File: config.mk
export PLATFORM = sky130hd
export DESIGN_NAME = controller_emulator_flat
export DESIGN_NICKNAME = d
export VERILOG_FILES = /design/src/rtl/controller_emulator_if.sv /design/src/rtl/controller_emulator.sv /design/src/flat_wrapper.sv
export SDC_FILE = /design/constraint.sdc
export NUM_CORES = 1
export LEC_CHECK = 0
export BUFFER_PORTS_ARGS = -buffer_cell sky130_fd_sc_hd__buf_2
export CAP_MARGIN = 20
export CELL_PAD_IN_SITES_DETAIL_PLACEMENT = 0
export CELL_PAD_IN_SITES_GLOBAL_PLACEMENT = 1
export CORE_UTILIZATION = 39
export CTS_BUF_LIST = sky130_fd_sc_hd__clkbuf_8
export DETAILED_ROUTE_END_ITERATION = 16
export PLACE_DENSITY_LB_ADDON = 0.1
export RECOVER_POWER = 100
export SLEW_MARGIN = 30
export SYNTH_ARGS = -nofsm -noshare
export SYNTH_HDL_FRONTEND = slang
export SYNTH_SLANG_ARGS = --single-unit
File: constraint.sdc
create_clock -name clk -period 1.3 [get_ports clk]
set_input_delay 0.065 -clock clk [delete_from_list [all_inputs] [get_ports clk]]
set_output_delay 0.065 -clock clk [all_outputs]
set_load 0.02 [all_outputs]
File: src/rtl/controller_emulator_if.sv
// Host-side bus of the game-controller emulator: button inputs and latch/shift
// strobes from the host, plus the serial data and status returned to it.
interface controller_emulator_if;
    logic [7:0] buttons_i;
    logic       latch_i;
    logic       ctrl_clk_i;
    logic       serial_no;
    logic       busy_o;
    logic       frame_done_o;

    modport master (
        output buttons_i,
        output latch_i,
        output ctrl_clk_i,
        input  serial_no,
        input  busy_o,
        input  frame_done_o
    );

    modport slave (
        input  buttons_i,
        input  latch_i,
        input  ctrl_clk_i,
        output serial_no,
        output busy_o,
        output frame_done_o
    );
endinterface

File: src/rtl/controller_emulator.sv
// Serial game-controller emulator: latches 8 buttons and shifts them out MSB first, active-low.
// Optional stall watchdog is enabled by defining CONTROLLER_EMULATOR_WATCHDOG_EN.
module controller_emulator #(
    parameter int SYNC_STAGES     = 2,
    parameter int WATCHDOG_CYCLES = 4096
) (
    input  logic                  clk,
    input  logic                  rst,
    controller_emulator_if.slave  bus
);

    typedef enum logic [1:0] {
        IDLE,
        LOAD,
        SHIFT,
        DONE
    } state_t;

    generate
        if (SYNC_STAGES < 2 || WATCHDOG_CYCLES < 1) begin : g_param_check
            $error("controller_emulator: SYNC_STAGES must be >= 2 and WATCHDOG_CYCLES >= 1");
        end
    endgenerate

    // Index 0 is the latch, index 1 the shift clock; both share the same conditioning path.
    logic [1:0] host_in;
    logic [1:0] host_level;
    logic [1:0] host_rise;

    assign host_in = {bus.ctrl_clk_i, bus.latch_i};

    genvar gi;
    generate
        for (gi = 0; gi < 2; gi++) begin : g_sync
            logic [SYNC_STAGES-1:0] sync_reg;
            logic                   edge_reg;

            always_ff @(posedge clk) begin
                if (rst) begin
                    sync_reg <= '0;
                    edge_reg <= 1'b0;
                end else begin
                    sync_reg <= {sync_reg[SYNC_STAGES-2:0], host_in[gi]};
                    edge_reg <= sync_reg[SYNC_STAGES-1];
                end
            end

            assign host_level[gi] = sync_reg[SYNC_STAGES-1];
            assign host_rise[gi]  = sync_reg[SYNC_STAGES-1] & ~edge_reg;
        end
    endgenerate

    logic latch_level;
    logic ctrl_rise;
    logic unused_latch_rise;

    assign latch_level       = host_level[0];
    assign ctrl_rise         = host_rise[1];
    // The latch acts as a level (it reloads every cycle it is high), so its rise pulse is not needed.
    assign unused_latch_rise = host_rise[0] ^ host_level[1];

    state_t     state_reg, state_next;
    logic [7:0] shreg_reg, shreg_next;
    logic [3:0] bit_cnt_reg, bit_cnt_next;
    logic       serial_reg, serial_next;
    logic       frame_done_reg, frame_done_next;
    logic       wd_expired;

`ifdef CONTROLLER_EMULATOR_WATCHDOG_EN
    localparam int WD_W = $clog2(WATCHDOG_CYCLES + 1);

    logic [WD_W-1:0] wd_cnt_reg, wd_cnt_next;

    // Counts idle SHIFT cycles; any edge, latch or state change restarts it from zero.
    always_comb begin
        wd_cnt_next = '0;
        wd_expired  = 1'b0;
        if (state_reg == SHIFT && !latch_level && !ctrl_rise) begin
            if (wd_cnt_reg == WD_W'(WATCHDOG_CYCLES - 1)) begin
                wd_expired = 1'b1;
            end else begin
                wd_cnt_next = wd_cnt_reg + 1'b1;
            end
        end
    end

    always_ff @(posedge clk) begin
        if (rst) begin
            wd_cnt_reg <= '0;
        end else begin
            wd_cnt_reg <= wd_cnt_next;
        end
    end
`else
    assign wd_expired = 1'b0;
`endif

    always_comb begin
        state_next      = state_reg;
        shreg_next      = shreg_reg;
        bit_cnt_next    = bit_cnt_reg;
        frame_done_next = 1'b0;

        if (latch_level) begin
            state_next   = LOAD;
            shreg_next   = bus.buttons_i;
            bit_cnt_next = 4'd0;
        end else begin
            case (state_reg)
                LOAD: begin
                    state_next = SHIFT;
                end
                SHIFT: begin
                    if (ctrl_rise) begin
                        shreg_next   = {shreg_reg[6:0], 1'b0};
                        bit_cnt_next = bit_cnt_reg + 4'd1;
                        if (bit_cnt_reg == 4'd7) begin
                            state_next      = DONE;
                            frame_done_next = 1'b1;
                        end
                    end else if (wd_expired) begin
                        state_next = IDLE;
                    end
                end
                default: begin
                end
            endcase
        end

        // Data is driven from the current state so the first bit appears one cycle after LOAD.
        if (state_reg == LOAD || state_reg == SHIFT) begin
            serial_next = ~shreg_reg[7];
        end else begin
            serial_next = 1'b1;
        end
    end

    always_ff @(posedge clk) begin
        if (rst) begin
            state_reg      <= IDLE;
            shreg_reg      <= 8'd0;
            bit_cnt_reg    <= 4'd0;
            serial_reg     <= 1'b1;
            frame_done_reg <= 1'b0;
        end else begin
            state_reg      <= state_next;
            shreg_reg      <= shreg_next;
            bit_cnt_reg    <= bit_cnt_next;
            serial_reg     <= serial_next;
            frame_done_reg <= frame_done_next;
        end
    end

    assign bus.serial_no    = serial_reg;
    assign bus.frame_done_o = frame_done_reg;
    assign bus.busy_o       = (state_reg == LOAD) || (state_reg == SHIFT);

endmodule

File: src/flat_wrapper.sv
// flat-port wrapper written by rule: the top's interface ports become plain ports
module controller_emulator_flat 
#(
    parameter int SYNC_STAGES     = 2,
    parameter int WATCHDOG_CYCLES = 4096
)
  (clk, rst, bus_buttons_i, bus_latch_i, bus_ctrl_clk_i, bus_serial_no, bus_busy_o, bus_frame_done_o);
  controller_emulator_if bus_i ();
  input  logic clk;
  input  logic rst;
  input wire logic [$bits(bus_i.buttons_i)-1:0] bus_buttons_i;
  input wire logic [$bits(bus_i.latch_i)-1:0] bus_latch_i;
  input wire logic [$bits(bus_i.ctrl_clk_i)-1:0] bus_ctrl_clk_i;
  output wire logic [$bits(bus_i.serial_no)-1:0] bus_serial_no;
  output wire logic [$bits(bus_i.busy_o)-1:0] bus_busy_o;
  output wire logic [$bits(bus_i.frame_done_o)-1:0] bus_frame_done_o;
  assign bus_i.buttons_i = bus_buttons_i;
  assign bus_i.latch_i = bus_latch_i;
  assign bus_i.ctrl_clk_i = bus_ctrl_clk_i;
  assign bus_serial_no = bus_i.serial_no;
  assign bus_busy_o = bus_i.busy_o;
  assign bus_frame_done_o = bus_i.frame_done_o;
  controller_emulator #(.SYNC_STAGES(SYNC_STAGES), .WATCHDOG_CYCLES(WATCHDOG_CYCLES)) u_core (.clk(clk), .rst(rst), .bus(bus_i));
endmodule
==> load_flow_metrics.sql <==
INSERT INTO impl_metrics (metric_group, metric, value, unit) VALUES
('run_status', 'run_status', 'finished, final reports clean', ''),
('global_route', 'globalRoute.totalOverflow', '0', ''),
('synthesis', 'synthesis.instances', '85', ''),
('clock_tree', 'clock_tree.htree_level_count', '1', ''),
('floorplanning', 'io_pins', '15', ''),
('clock_tree', 'cts-root-buf', 'sky130_fd_sc_hd__clkbuf_8', ''),
('worst_setup_path', 'worst-path-buf-inv', '0', ''),
('place', 'placement.cell_area', '967', 'um^2'),
('worst_setup_path', 'regToRegStartpoint', 'u_core.bit_cnt_reg[1]', ''),
('synthesis', 'synth_edf_count', '0', ''),
('timing', 'grt_setup_unrepaired', 'true', ''),
('clock_tree', 'clk_transition_reported_paths', '0.07', 'ns'),
('global_route', 'grt_util_all_layers', '12.8', '%'),
('worst_setup_path', 'reg2reg_to', 'u_core.state_reg[0]', ''),
('floorplanning', 'core_region_area', '2000', 'um^2'),
('timing', 'final-hold-violation-count', '0', ''),
('place', 'hpwlAfterDp', '933', 'um'),
('worst_hold_path', 'worstHoldPathCells', '2', ''),
('global_route', 'grt_start_max_net_pins', '17', ''),
('place', 'placedCellCount', '125', ''),
('detailed_routing', 'routedWlPerCell', '10.4', 'um'),
('detailed_routing', 'totalWireLength', '1350', 'um'),
('timing', 'fin_worst_skew', '0.00321', 'ns'),
('cells_and_area', 'stdcell_count', '130', ''),
('worst_setup_path', 'critical_path_arrival', '1.43', 'ns'),
('worst_setup_path', 'worst-endpoint-required', '1.47', 'ns'),
('synthesis', 'post_synth.cell_area_avg', '9.98', 'um^2'),
('power', 'ir_worst_vdd', '701', 'uV'),
('timing', 'maxSlewHeadroom', '68.7', '%'),
('timing', 'slew_viol_final', '0', ''),
('floorplanning', 'floorplan.initialDensity', '42.4', '%'),
('worst_hold_path', 'hold_path.class', 'in2reg', ''),
('cells_and_area', 'layout-drive-gt1-share', '28.2', '%'),
('worst_setup_path', 'worst_path_largest_cell_delay', '0.34', 'ns'),
('power', 'p_total', '1.29', 'mW'),
('worst_setup_path', 'timing.critical_path.to_type', 'flip-flop', ''),
('power', 'powerDensity', '1230', 'nW/um^2'),
('clock_tree', 'tritoncts', 'yes', ''),
('synthesis', 'syn_nets', '100', ''),
('detailed_routing', 'route.layer.met1.wl', '662', 'um'),
('detailed_routing', 'detail_route.drc_violations', '0', ''),
('synthesis', 'netlist.top_cell.by_area', 'sky130_fd_sc_hd__dfxtp_1', ''),
('worst_setup_path', 'startpoint_type', 'flip-flop', ''),
('detailed_routing', 'initialDrtViolationCount', '13', ''),
('synthesis', 'asyncSetResetFlopFracSynth', '0', '%'),
('floorplanning', 'die-area', '2370', 'um^2'),
('detailed_routing', 'met3_length', '64', 'um'),
('global_route', 'grt_antenna_before_repair', '0', ''),
('place', 'place.gp.congestion', '0.722', ''),
('worst_hold_path', 'holdCritStartpoint', 'bus_ctrl_clk_i', ''),
('synthesis', 'synth-warning-count', '0', ''),
('synthesis', 'synth_cell_types', '26', ''),
('worst_setup_path', 'worstSetupPathType', 'reg2reg', ''),
('cells_and_area', 'finish.instance_area', '1050', 'um^2'),
('worst_setup_path', 'r2r_slack', '0.05', 'ns'),
('detailed_routing', 'wl_met2', '593', 'um'),
('synthesis', 'synth.ff_latch_count', '21', ''),
('timing', 'maxClockFrequency', '797', 'MHz'),
('flow_run', 'maxCapViolCount', '0', ''),
('cells_and_area', 'max_reg_flops', '8', ''),
('place', 'place.port_buffers', '14', ''),
('timing', 'setup_viol', '0', ''),
('synthesis', 'post_synth_instance_area', '848', 'um^2'),
('global_route', 'grt_pass1_wl', '2320', 'um'),
('detailed_routing', 'vias', '634', ''),
('worst_setup_path', 'crit_path_top_delay_cell', 'sky130_fd_sc_hd__dfxtp_2', ''),
('worst_setup_path', 'worstPathMaxFanout', '3', ''),
('floorplanning', 'floorplan.rows', '16', ''),
('timing', 'setup_tns', '0', 'ns'),
('detailed_routing', 'antenna_violating_nets_left', '0', ''),
('timing', 'period_needed', '1.25', 'ns');
==> worst max-delay path by stage <==
stage,from,to,depth (start not counted)
6_report,u_core.bit_cnt_reg[1],u_core.state_reg[0],4
3_3_place_gp,u_core.state_reg[0],u_core.state_reg[0],4
5_1_grt,u_core.state_reg[0],u_core.bit_cnt_reg[3],5
4_1_cts,u_core.bit_cnt_reg[1],u_core.state_reg[0],4
2_1_floorplan,u_core.state_reg[0],u_core.bit_cnt_reg[3],5
3_5_place_dp,u_core.state_reg[0],u_core.shreg_reg[3],6
==> through the flow <==
step | utilization (%) | setup WS [ns]
finish | 52.4 | 0.0459
floorplan | - | 0.0394
global route | 52.4 | -0.0324
CTS | 50.7 | 0.0187
global placement | 48.3 | 0.0278
detailed placement | 48.3 | 0.000669
==> cell families (layout without fill, tap and decap cells) <==
kind of cell	after synthesis	after routing	share of synthesized area [%]
muxes	8	8	9.44
and+or+nand+nor	28	28	17.6
adders and majority gates	3	3	4.43
xor gates and xnor gates	2	2	2.07
buffers and inverters	8	26	4.13
DFF	21	21	49.6
AOI/OAI and AO/OA	15	15	12.8
==> worst reg2reg max path: cells and delay by family (launching register included) <==
kind / cells / cell delay [ns]
flops: 1 / 0.34
compound gates: 2 / 0.53
fa+ha+maj: 1 / 0.17
simple gates: 1 / 0.13
==> layout make-up <==
| type | instances | area (um^2) |
|---|---|---|
| inverters | 4 | 15.0 |
| multi-input cells | 56 | 422 |
| flip-flops and latches | 21 | 424 |
| fillers | 199 | 952 |
| repair buffers | 18 | 110 |
| well taps | 27 | 33.8 |
| clock buffers | 3 | 41.3 |
| clock inverters | 1 | 3.75 |
==> metal layers <==
layer | vias to the layer above | track usage (%)
met5 | - | 0
met4 | 0 | 8.82
met3 | 4 | 2.83
met2 | 17 | 16.4
met1 | 280 | 18.6
li1 | 333 | -
==> what timing repair did <==
action,in CTS,in global routing
gates resized for setup,2,9
endpoints found under the setup margin,4,11
pin swaps,1,4
cloned,0,0
buffers inserted,0,1
==> power breakdown <==
group | switching, mW | total [mW] | leakage [nW] | internal (mW)
clock network | 0.201 | 0.412 | 0.0269 | 0.210
registers | 0.0207 | 0.696 | 0.173 | 0.675
logic | 0.0951 | 0.184 | 0.255 | 0.0894
total | 0.317 | 1.29 | 0.454 | 0.975
==> Yosys cell counts, types with 2 or more instances <==
cell type                  number
sky130_fd_sc_hd__nor2b_1        5
sky130_fd_sc_hd__inv_1          4
sky130_fd_sc_hd__ha_1           3
sky130_fd_sc_hd__nand3_1        2
sky130_fd_sc_hd__mux2i_1        8
sky130_fd_sc_hd__a211oi_1       7
sky130_fd_sc_hd__nand2_1        2
sky130_fd_sc_hd__clkbuf_1       2
sky130_fd_sc_hd__dfxtp_1       21
sky130_fd_sc_hd__xor2_1         2
sky130_fd_sc_hd__nand3b_1       2
sky130_fd_sc_hd__nor2_1        11
sky130_fd_sc_hd__a21oi_1        3
(Power assumes the default switching activity.)
